### config.mk
export PLATFORM = sky130hd
export DESIGN_NAME = biphasemark_rx_ctrl
export DESIGN_NICKNAME = d
export VERILOG_FILES = /design/src/rtl/biphasemark_rx_ctrl.sv
export SDC_FILE = /design/constraint.sdc
export NUM_CORES = 1
export LEC_CHECK = 0
export ABC_AREA = 1
export BUFFER_PORTS_ARGS = -buffer_cell sky130_fd_sc_hd__clkbuf_2
export CAP_MARGIN = 20
export CELL_PAD_IN_SITES_DETAIL_PLACEMENT = 1
export CELL_PAD_IN_SITES_GLOBAL_PLACEMENT = 1
export CORE_MARGIN = 5
export CORE_UTILIZATION = 35
export CTS_BUF_LIST = sky130_fd_sc_hd__clkbuf_8
export DETAILED_ROUTE_END_ITERATION = 6
export MAX_ROUTING_LAYER = met4
export PLACE_DENSITY = 0.71
export SYNTH_ARGS = -nofsm -noshare
export SYNTH_HDL_FRONTEND = slang
export SYNTH_SLANG_ARGS = --single-unit
### constraint.sdc
create_clock -name clk -period 6.15 [get_ports clk]
set_clock_uncertainty 0.15 [all_clocks]
set_input_delay 1.845 -clock clk [delete_from_list [all_inputs] [get_ports clk]]
set_output_delay 1.845 -clock clk [all_outputs]
set_load 0.05 [all_outputs]
### src/rtl/biphasemark_rx_ctrl.sv
// Supervisory controller for the biphasemark_decode receive path: gates the decoder
// reset, validates each decoded subframe, tracks lock and assembles payload samples.
module biphasemark_rx_ctrl #(
    parameter int P_BITS         = 28,
    parameter int RST_CYCLES     = 4,
    parameter int LOCK_SUBFRAMES = 4,
    parameter int TIMEOUT        = 256
) (
    input  logic              clk,
    input  logic              rst,
    input  logic              vin,
    input  logic              dec_dout,
    input  logic              dec_vout,
    input  logic [7:0]        dec_frame_counter,
    input  logic              dec_channel,
    output logic              dec_rst,
    output logic              locked,
    output logic [P_BITS-1:0] sample,
    output logic              sample_channel,
    output logic              sample_valid,
    output logic              block_start,
    output logic [7:0]        err_count
);

    localparam int IW = $clog2(TIMEOUT + 1);
    localparam int RW = $clog2(RST_CYCLES + 1);
    localparam int GW = $clog2(LOCK_SUBFRAMES + 1);

    typedef enum logic [1:0] {IDLE, RESET, ACQUIRE, LOCKED} state_t;
    state_t state;

    logic [5:0]        bitcnt;
    logic [P_BITS-1:0] shreg;
    logic              in_sub;
    logic              cap_ch;
    logic [7:0]        cap_fc;
    logic              ref_vld;
    logic              ref_ch;
    logic [7:0]        ref_fc;
    logic [IW-1:0]     idle_cnt;
    logic [RW-1:0]     rst_cnt;
    logic [GW-1:0]     good_cnt;

    logic       sub_end;
    logic       good;
    logic       stall;
    logic [7:0] fc_next;
    logic [7:0] err_inc;

    always_comb begin
        sub_end = in_sub && !dec_vout;
        fc_next = (ref_fc == 8'd191) ? 8'd0 : ref_fc + 8'd1;
        good    = (bitcnt == 6'(P_BITS)) &&
                  (!ref_vld || ((cap_ch != ref_ch) &&
                                (cap_ch ? (cap_fc == ref_fc) : (cap_fc == fc_next))));
        stall   = !dec_vout && (idle_cnt == IW'(TIMEOUT - 1));
        err_inc = (err_count == 8'hFF) ? err_count : err_count + 8'd1;
    end

    always_ff @(posedge clk) begin
        if (rst) begin
            state          <= IDLE;
            dec_rst        <= 1'b1;
            locked         <= 1'b0;
            sample         <= '0;
            sample_channel <= 1'b0;
            sample_valid   <= 1'b0;
            block_start    <= 1'b0;
            err_count      <= 8'd0;
            bitcnt         <= '0;
            shreg          <= '0;
            in_sub         <= 1'b0;
            cap_ch         <= 1'b0;
            cap_fc         <= 8'd0;
            ref_vld        <= 1'b0;
            ref_ch         <= 1'b0;
            ref_fc         <= 8'd0;
            idle_cnt       <= '0;
            rst_cnt        <= '0;
            good_cnt       <= '0;
        end else begin
            sample_valid <= 1'b0;
            block_start  <= 1'b0;

            // Subframe accumulation; overridden below while the decoder is held in reset.
            if (dec_vout) begin
                bitcnt   <= (bitcnt == 6'd63) ? bitcnt : bitcnt + 6'd1;
                shreg    <= {shreg[P_BITS-2:0], dec_dout};
                cap_ch   <= dec_channel;
                cap_fc   <= dec_frame_counter;
                in_sub   <= 1'b1;
                idle_cnt <= '0;
            end else begin
                if (idle_cnt != IW'(TIMEOUT))
                    idle_cnt <= idle_cnt + 1'b1;
                if (sub_end) begin
                    in_sub <= 1'b0;
                    bitcnt <= '0;
                end
            end

            case (state)
                IDLE: begin
                    dec_rst <= 1'b1;
                    locked  <= 1'b0;
                    if (vin) begin
                        state   <= RESET;
                        rst_cnt <= '0;
                    end
                end
                RESET: begin
                    if (!vin) begin
                        state <= IDLE;
                    end else if (rst_cnt == RW'(RST_CYCLES - 1)) begin
                        state   <= ACQUIRE;
                        dec_rst <= 1'b0;
                    end else begin
                        rst_cnt <= rst_cnt + 1'b1;
                    end
                end
                ACQUIRE: begin
                    if (!vin) begin
                        state   <= IDLE;
                        dec_rst <= 1'b1;
                    end else if (sub_end && good) begin
                        ref_vld  <= 1'b1;
                        ref_ch   <= cap_ch;
                        ref_fc   <= cap_fc;
                        good_cnt <= good_cnt + 1'b1;
                        if (good_cnt == GW'(LOCK_SUBFRAMES - 1)) begin
                            state  <= LOCKED;
                            locked <= 1'b1;
                        end
                    end else if (sub_end || stall) begin
                        state   <= RESET;
                        rst_cnt <= '0;
                        dec_rst <= 1'b1;
                    end
                end
                LOCKED: begin
                    if (!vin) begin
                        state     <= IDLE;
                        dec_rst   <= 1'b1;
                        locked    <= 1'b0;
                        err_count <= err_inc;
                    end else if (sub_end && good) begin
                        ref_ch         <= cap_ch;
                        ref_fc         <= cap_fc;
                        sample_valid   <= 1'b1;
                        sample         <= shreg;
                        sample_channel <= cap_ch;
                        block_start    <= (cap_fc == 8'd0) && !cap_ch;
                    end else if (sub_end || stall) begin
                        state     <= RESET;
                        rst_cnt   <= '0;
                        dec_rst   <= 1'b1;
                        locked    <= 1'b0;
                        err_count <= err_inc;
                    end
                end
                default: state <= IDLE;
            endcase

            if (state == IDLE || state == RESET) begin
                bitcnt   <= '0;
                shreg    <= '0;
                in_sub   <= 1'b0;
                idle_cnt <= '0;
                good_cnt <= '0;
                ref_vld  <= 1'b0;
            end
        end
    end

endmodule
Yosys cells after proc, flatten, opt, wreduce, memory -nomap -nowiden. Index checks and enable logic that the tools add are counted.

Reductions and logical operators: 30. Muxes and demuxes: 42. Equality and inequality tests: 33. Bitwise logic cells: 3. Add/sub/neg operators: 6.

Operator list (count): two-way mux 8 bit (5); inequality test 2 bit, second input constant (10); two-way mux 2 bit (9); two-way mux 3 bit (6); two-way mux 6 bit (3); adder 8 x 1 -> 8 bit, second input constant (2); equality test 8 bit (2); equality test 8 bit, second input constant (2); two-way mux 1 bit (15); inequality test 3 bit, second input constant (4); AND reduction 3 bit (4); AND reduction 6 bit (2); adder 9 x 1 -> 9 bit, second input constant (1); equality test 9 x 8 -> 1 bit, second input constant (1); inequality test 9 bit, second input constant (1); one-hot mux 3 bit (3 select lines) (1); zero test 8 bit (1); one-hot mux 2 bit (4 select lines) (1); AND reduction 4 bit (2); adder 3 x 1 -> 3 bit, second input constant (2); adder 6 x 1 -> 6 bit, second input constant (1); equality test 3 x 2 -> 1 bit, second input constant (2); equality test 6 x 5 -> 1 bit, second input constant (1); equality test 6 bit, second input constant (1); 18 further kinds (35).

Flip-flop bits (word level): 112. Input port bits: 14. Word-level logic and storage cells: 133.

Depth between registers and ports, before layout.
Depth after elaboration: 11. Mapped depth: 19. Gate-level depth less buffers: 18.

Worst setup path after synthesis. OpenSTA, ideal clock, no wires.

Path kind: input -> register. Start: input port dec_vout. End: register err_count[0]. Required time: 5.885 ns. Library setup time: 0.115 ns. Path slack: 2.705 ns. Arrival time: 3.180 ns. Cell stages on the path: 11. Path buffers: 1. Cells stage by stage: inv_1 -> buf_2 -> o21ai_0 -> nand2_1 -> nand2_1 -> a31oi_1 -> nand2_4 -> inv_2 -> nand2_1 -> nand2_1 -> nor2_1.

Cells in the longest elaborated chain, start to end: 5.

RTL lines: from (decl) (RTL line 13) `input logic dec_vout,`; zero test 1 bit * (RTL line 51, 56); logical AND 1 bit (on tied branches) (RTL line 51, 56); logical OR 1 bit or logical AND 1 bit (tied branches) (RTL line 153, 146); inequality test 2 x 1 -> 1 bit (no source line) or inequality test 2 bit (tied branches); AND reduction 3 bit (no source line) *; to (signal assigned) (RTL line 145) `err_count <= err_inc;`; to (signal assigned) (RTL line 158) `err_count <= err_inc;`; to (decl) (RTL line 22) `output logic [7:0] err_count`.

Mark *: on every way between the ends. The rest lies on a longest branch, timed or not. A chain may end at the register's enable or synchronous reset.

Worst setup path in the final report. Same ends and word-level chain as after synthesis.

==> results.ini <==
[placed_design]
detailedPlacementHpwl_um = 9190
numPlacedInstances = 869
placed_cell_area_um2 = 5550
port_buffers = 54
gp_congestion = 0.813
dp_slack_ns = 1.86

[timing]
setup_tns_final_ns = 0
hold_viol = 0
final_max_slew_viols = 0
max_slew.worst_pin.slew_ns = 0.976
final_setup_violating_endpoints = 0
layout_setup_ws_ns = 2.32
setup_repair_after_global_routing_missed_its_margin = no
timing.hold.ws_ns = 0.310
clock.fmax_mhz = 261
post-route-period-util = 0.623
fin_crit_ns = 3.83
max_slew_headroom = 0.349

[layout]
finalNonFillerCells = 884
design.final.nets = 725
post-route-util = 0.397
antenna_cells = 0
layout-drive-gt1-share = 0.251
areaGrowthSynthToFinish_pct = 11.2
post-route-cell-area_um2 = 5760

[detailed_routing]
post-route-drc-count = 0
routedWlPerCell_um = 14.1
ant_nets = 0
drt_wl_total_um = 12500
routed-via-count = 4358
drt-pass1-iter-count = 4
drt_first_iter_violations = 173
vias_per_cell = 4.93

[die]
placement_rows = 44
vertical_extent_of_the_die_um = 132
die_width_um = 132
ios = 55
die_outline_area_um2 = 17300
core_um2 = 14500
initial_utilization = 0.357

[synthesis]
yosys_warnings = 0
syn_nets = 681
post_synthesis_cell_type_with_the_largest_combined_area = sky130_fd_sc_hd__dfxtp_1
synth.distinct_cells = 38
fraction_of_registers_with_async_set_reset = 0
synth_top_cells_by_count = 112 x sky130_fd_sc_hd__dfxtp_1, 85 x sky130_fd_sc_hd__nand2_1, 83 x sky130_fd_sc_hd__inv_1
synth-seq-cells = 112
synth.yosys.seq_area_share = 0.433
share_of_yosys_cell_area_claimed_by_the_top_area_cell_type = 0.433
synth_edf_count = 0
synthFlopType = sky130_fd_sc_hd__dfxtp_1
ys_top_cells_by_area = sky130_fd_sc_hd__dfxtp_1 43%, sky130_fd_sc_hd__nor2_2 6.8%, sky130_fd_sc_hd__nand2_1 6.2%
mappedNetlistArea_um2 = 5180
synthMostInstantiatedCell = sky130_fd_sc_hd__dfxtp_1
synth_area_per_cell_um2 = 7.95
post_synth_inst_count = 652

[hold_path]
min_path_type = reg -> reg

[cts]
clkTransAtPathRegs_ns = 0.10
cts_inserted_buffers = 9
cts_tree = built
clock_path_buffers = 2
post_cts.repair.setup_buffers = 0
ctsResizeCount = 0
h-tree-depth = 3
tritoncts_num_sinks = 112
clk_latency_ns = 0.39
post_cts_hold_buffer_count = 0
clockRootBuffer = sky130_fd_sc_hd__clkbuf_8

[setup_path]
worst_setup_path_start_kind = input port
worst-path-buf-inv = 3
required_ns = 6.29
top_cell_by_count_worst_path = sky130_fd_sc_hd__nand2_1
cp_cell_sequence = clkbuf_2 -> inv_1 -> o21ai_0 -> nand2_1 -> nand2_1 -> a31oi_1 -> nand2_4 -> inv_2 -> nand2_1 -> nand2_1 -> nor2_1
critical_path.max_fanout = 20
critical-path-top-delay-family = compound AO/OA/AOI/OAI gates
critical-path-slowest-cell = sky130_fd_sc_hd__a31oi_1
worst_setup_path_end_kind = flip-flop
path_class = in -> reg
worstPathArrival_ns = 3.98
crit_path_max_incr_delay_ns = 0.58

[global_route]
first_global_vias = 4454
globalRouteOverflowTotal = 0
groute.usage.overall = 0.150
antenna_found_initial = 0
grt_max_degree = 63
grt_pass1_wl_um = 21500

[run_status]
status = finished, final reports clean

[job]
maxCapViolCount = 0

[power]
pwr_per_cell_area_nw_per_um2 = 254
power.leakage_nw = 2.23
total_power_mw = 1.47
peakVddDrop_v = 0.000174

per-layer routing:
metal	track usage	routed length [um]	vias to the layer above	share of wire
met5	-	0	-	0
met1	0.185	5950	2068	0.48
met2	0.246	5950	56	0.48
li1	-	-	2221	-
met4	0.0337	112	0	0.0090
met3	0.0424	454	13	0.036
report_power, final:
| part | leakage (nW) | switching (mW) | internal (mW) | total, mW |
|---|---|---|---|---|
| clock network | 0.113 | 0.259 | 0.231 | 0.490 |
| logic | 1.21 | 0.148 | 0.0659 | 0.214 |
| registers | 0.906 | 0.0159 | 0.745 | 0.761 |
placed cells by master, fill, tap and decap left out, types with 2 or more instances in the layout:
| master | instances |
|---|---|
| sky130_fd_sc_hd__a21oi_1 | 41 |
| sky130_fd_sc_hd__a21oi_2 | 27 |
| sky130_fd_sc_hd__a31oi_1 | 2 |
| sky130_fd_sc_hd__buf_4 | 2 |
| sky130_fd_sc_hd__bufinv_16 | 2 |
| sky130_fd_sc_hd__clkbuf_2 | 54 |
| sky130_fd_sc_hd__clkbuf_8 | 9 |
| sky130_fd_sc_hd__dfxtp_1 | 112 |
| sky130_fd_sc_hd__ha_1 | 15 |
| sky130_fd_sc_hd__inv_1 | 84 |
| sky130_fd_sc_hd__inv_2 | 6 |
| sky130_fd_sc_hd__inv_6 | 2 |
| sky130_fd_sc_hd__nand2_1 | 85 |
| sky130_fd_sc_hd__nand2_2 | 3 |
| sky130_fd_sc_hd__nand2_4 | 3 |
| sky130_fd_sc_hd__nand3_1 | 40 |
| sky130_fd_sc_hd__nand3_2 | 2 |
| sky130_fd_sc_hd__nand4_1 | 11 |
| sky130_fd_sc_hd__nor2_1 | 47 |
| sky130_fd_sc_hd__nor2_2 | 56 |
| sky130_fd_sc_hd__nor3_1 | 7 |
| sky130_fd_sc_hd__nor4_1 | 4 |
| sky130_fd_sc_hd__o21ai_0 | 29 |
| sky130_fd_sc_hd__o21ai_1 | 5 |
| sky130_fd_sc_hd__o22ai_1 | 28 |
| sky130_fd_sc_hd__or2_2 | 3 |
| sky130_fd_sc_hd__xnor2_1 | 3 |
| sky130_fd_sc_hd__xor2_1 | 6 |
logic make-up after synthesis:
family	count (synthesis)	synth area share
simple gates	265	0.255
xor+xnor	9	0.0152
compound gates	138	0.166
buf+inv	113	0.0951
fa+ha+maj	15	0.0362
flops	112	0.433
area by class of cell:
class	count	area (um2)
Fill cell	1805	8770
Multi-Input combinational cell	427	2450
Sequential cell	112	2240
Inverter	90	343
Timing Repair Buffer	56	285
Tap cell	184	230
Clock buffer	9	124
Clock inverter	6	92.6
flip-flops by register name, summed over array words and instances, names as in the netlist:
name	flops
sample	28
sample_channel	1
locked	1
dec_rst	1
block_start	1
good_cnt	3
err_count	8
state	2
shreg	28
sample_valid	1
cap_ch	1
bitcnt	6
ref_fc	8
ref_vld	1
cap_fc	8
idle_cnt	9
rst_cnt	3
in_sub	1
ref_ch	1
path summary, 6_finish.rpt:
kind / start / to / slack [ns] / cells past startpoint
setup / recovery: dec_vout / err_count[0] / 2.32 / 11
hold / removal: good_cnt[1] / good_cnt[1] / 0.31 / 2
setup reg to reg: ref_fc[0] / state[1] / 2.94 / 16
hold reg to reg: good_cnt[1] / good_cnt[1] / 0.31 / 2
tightest hold or removal path, cell delays in order, from the launching register on:
cell and delay (ns):
sky130_fd_sc_hd__dfxtp_1 0.33, sky130_fd_sc_hd__inv_1 0.05, sky130_fd_sc_hd__a21oi_1 0.05
Power figures use the tool's default switching activity.
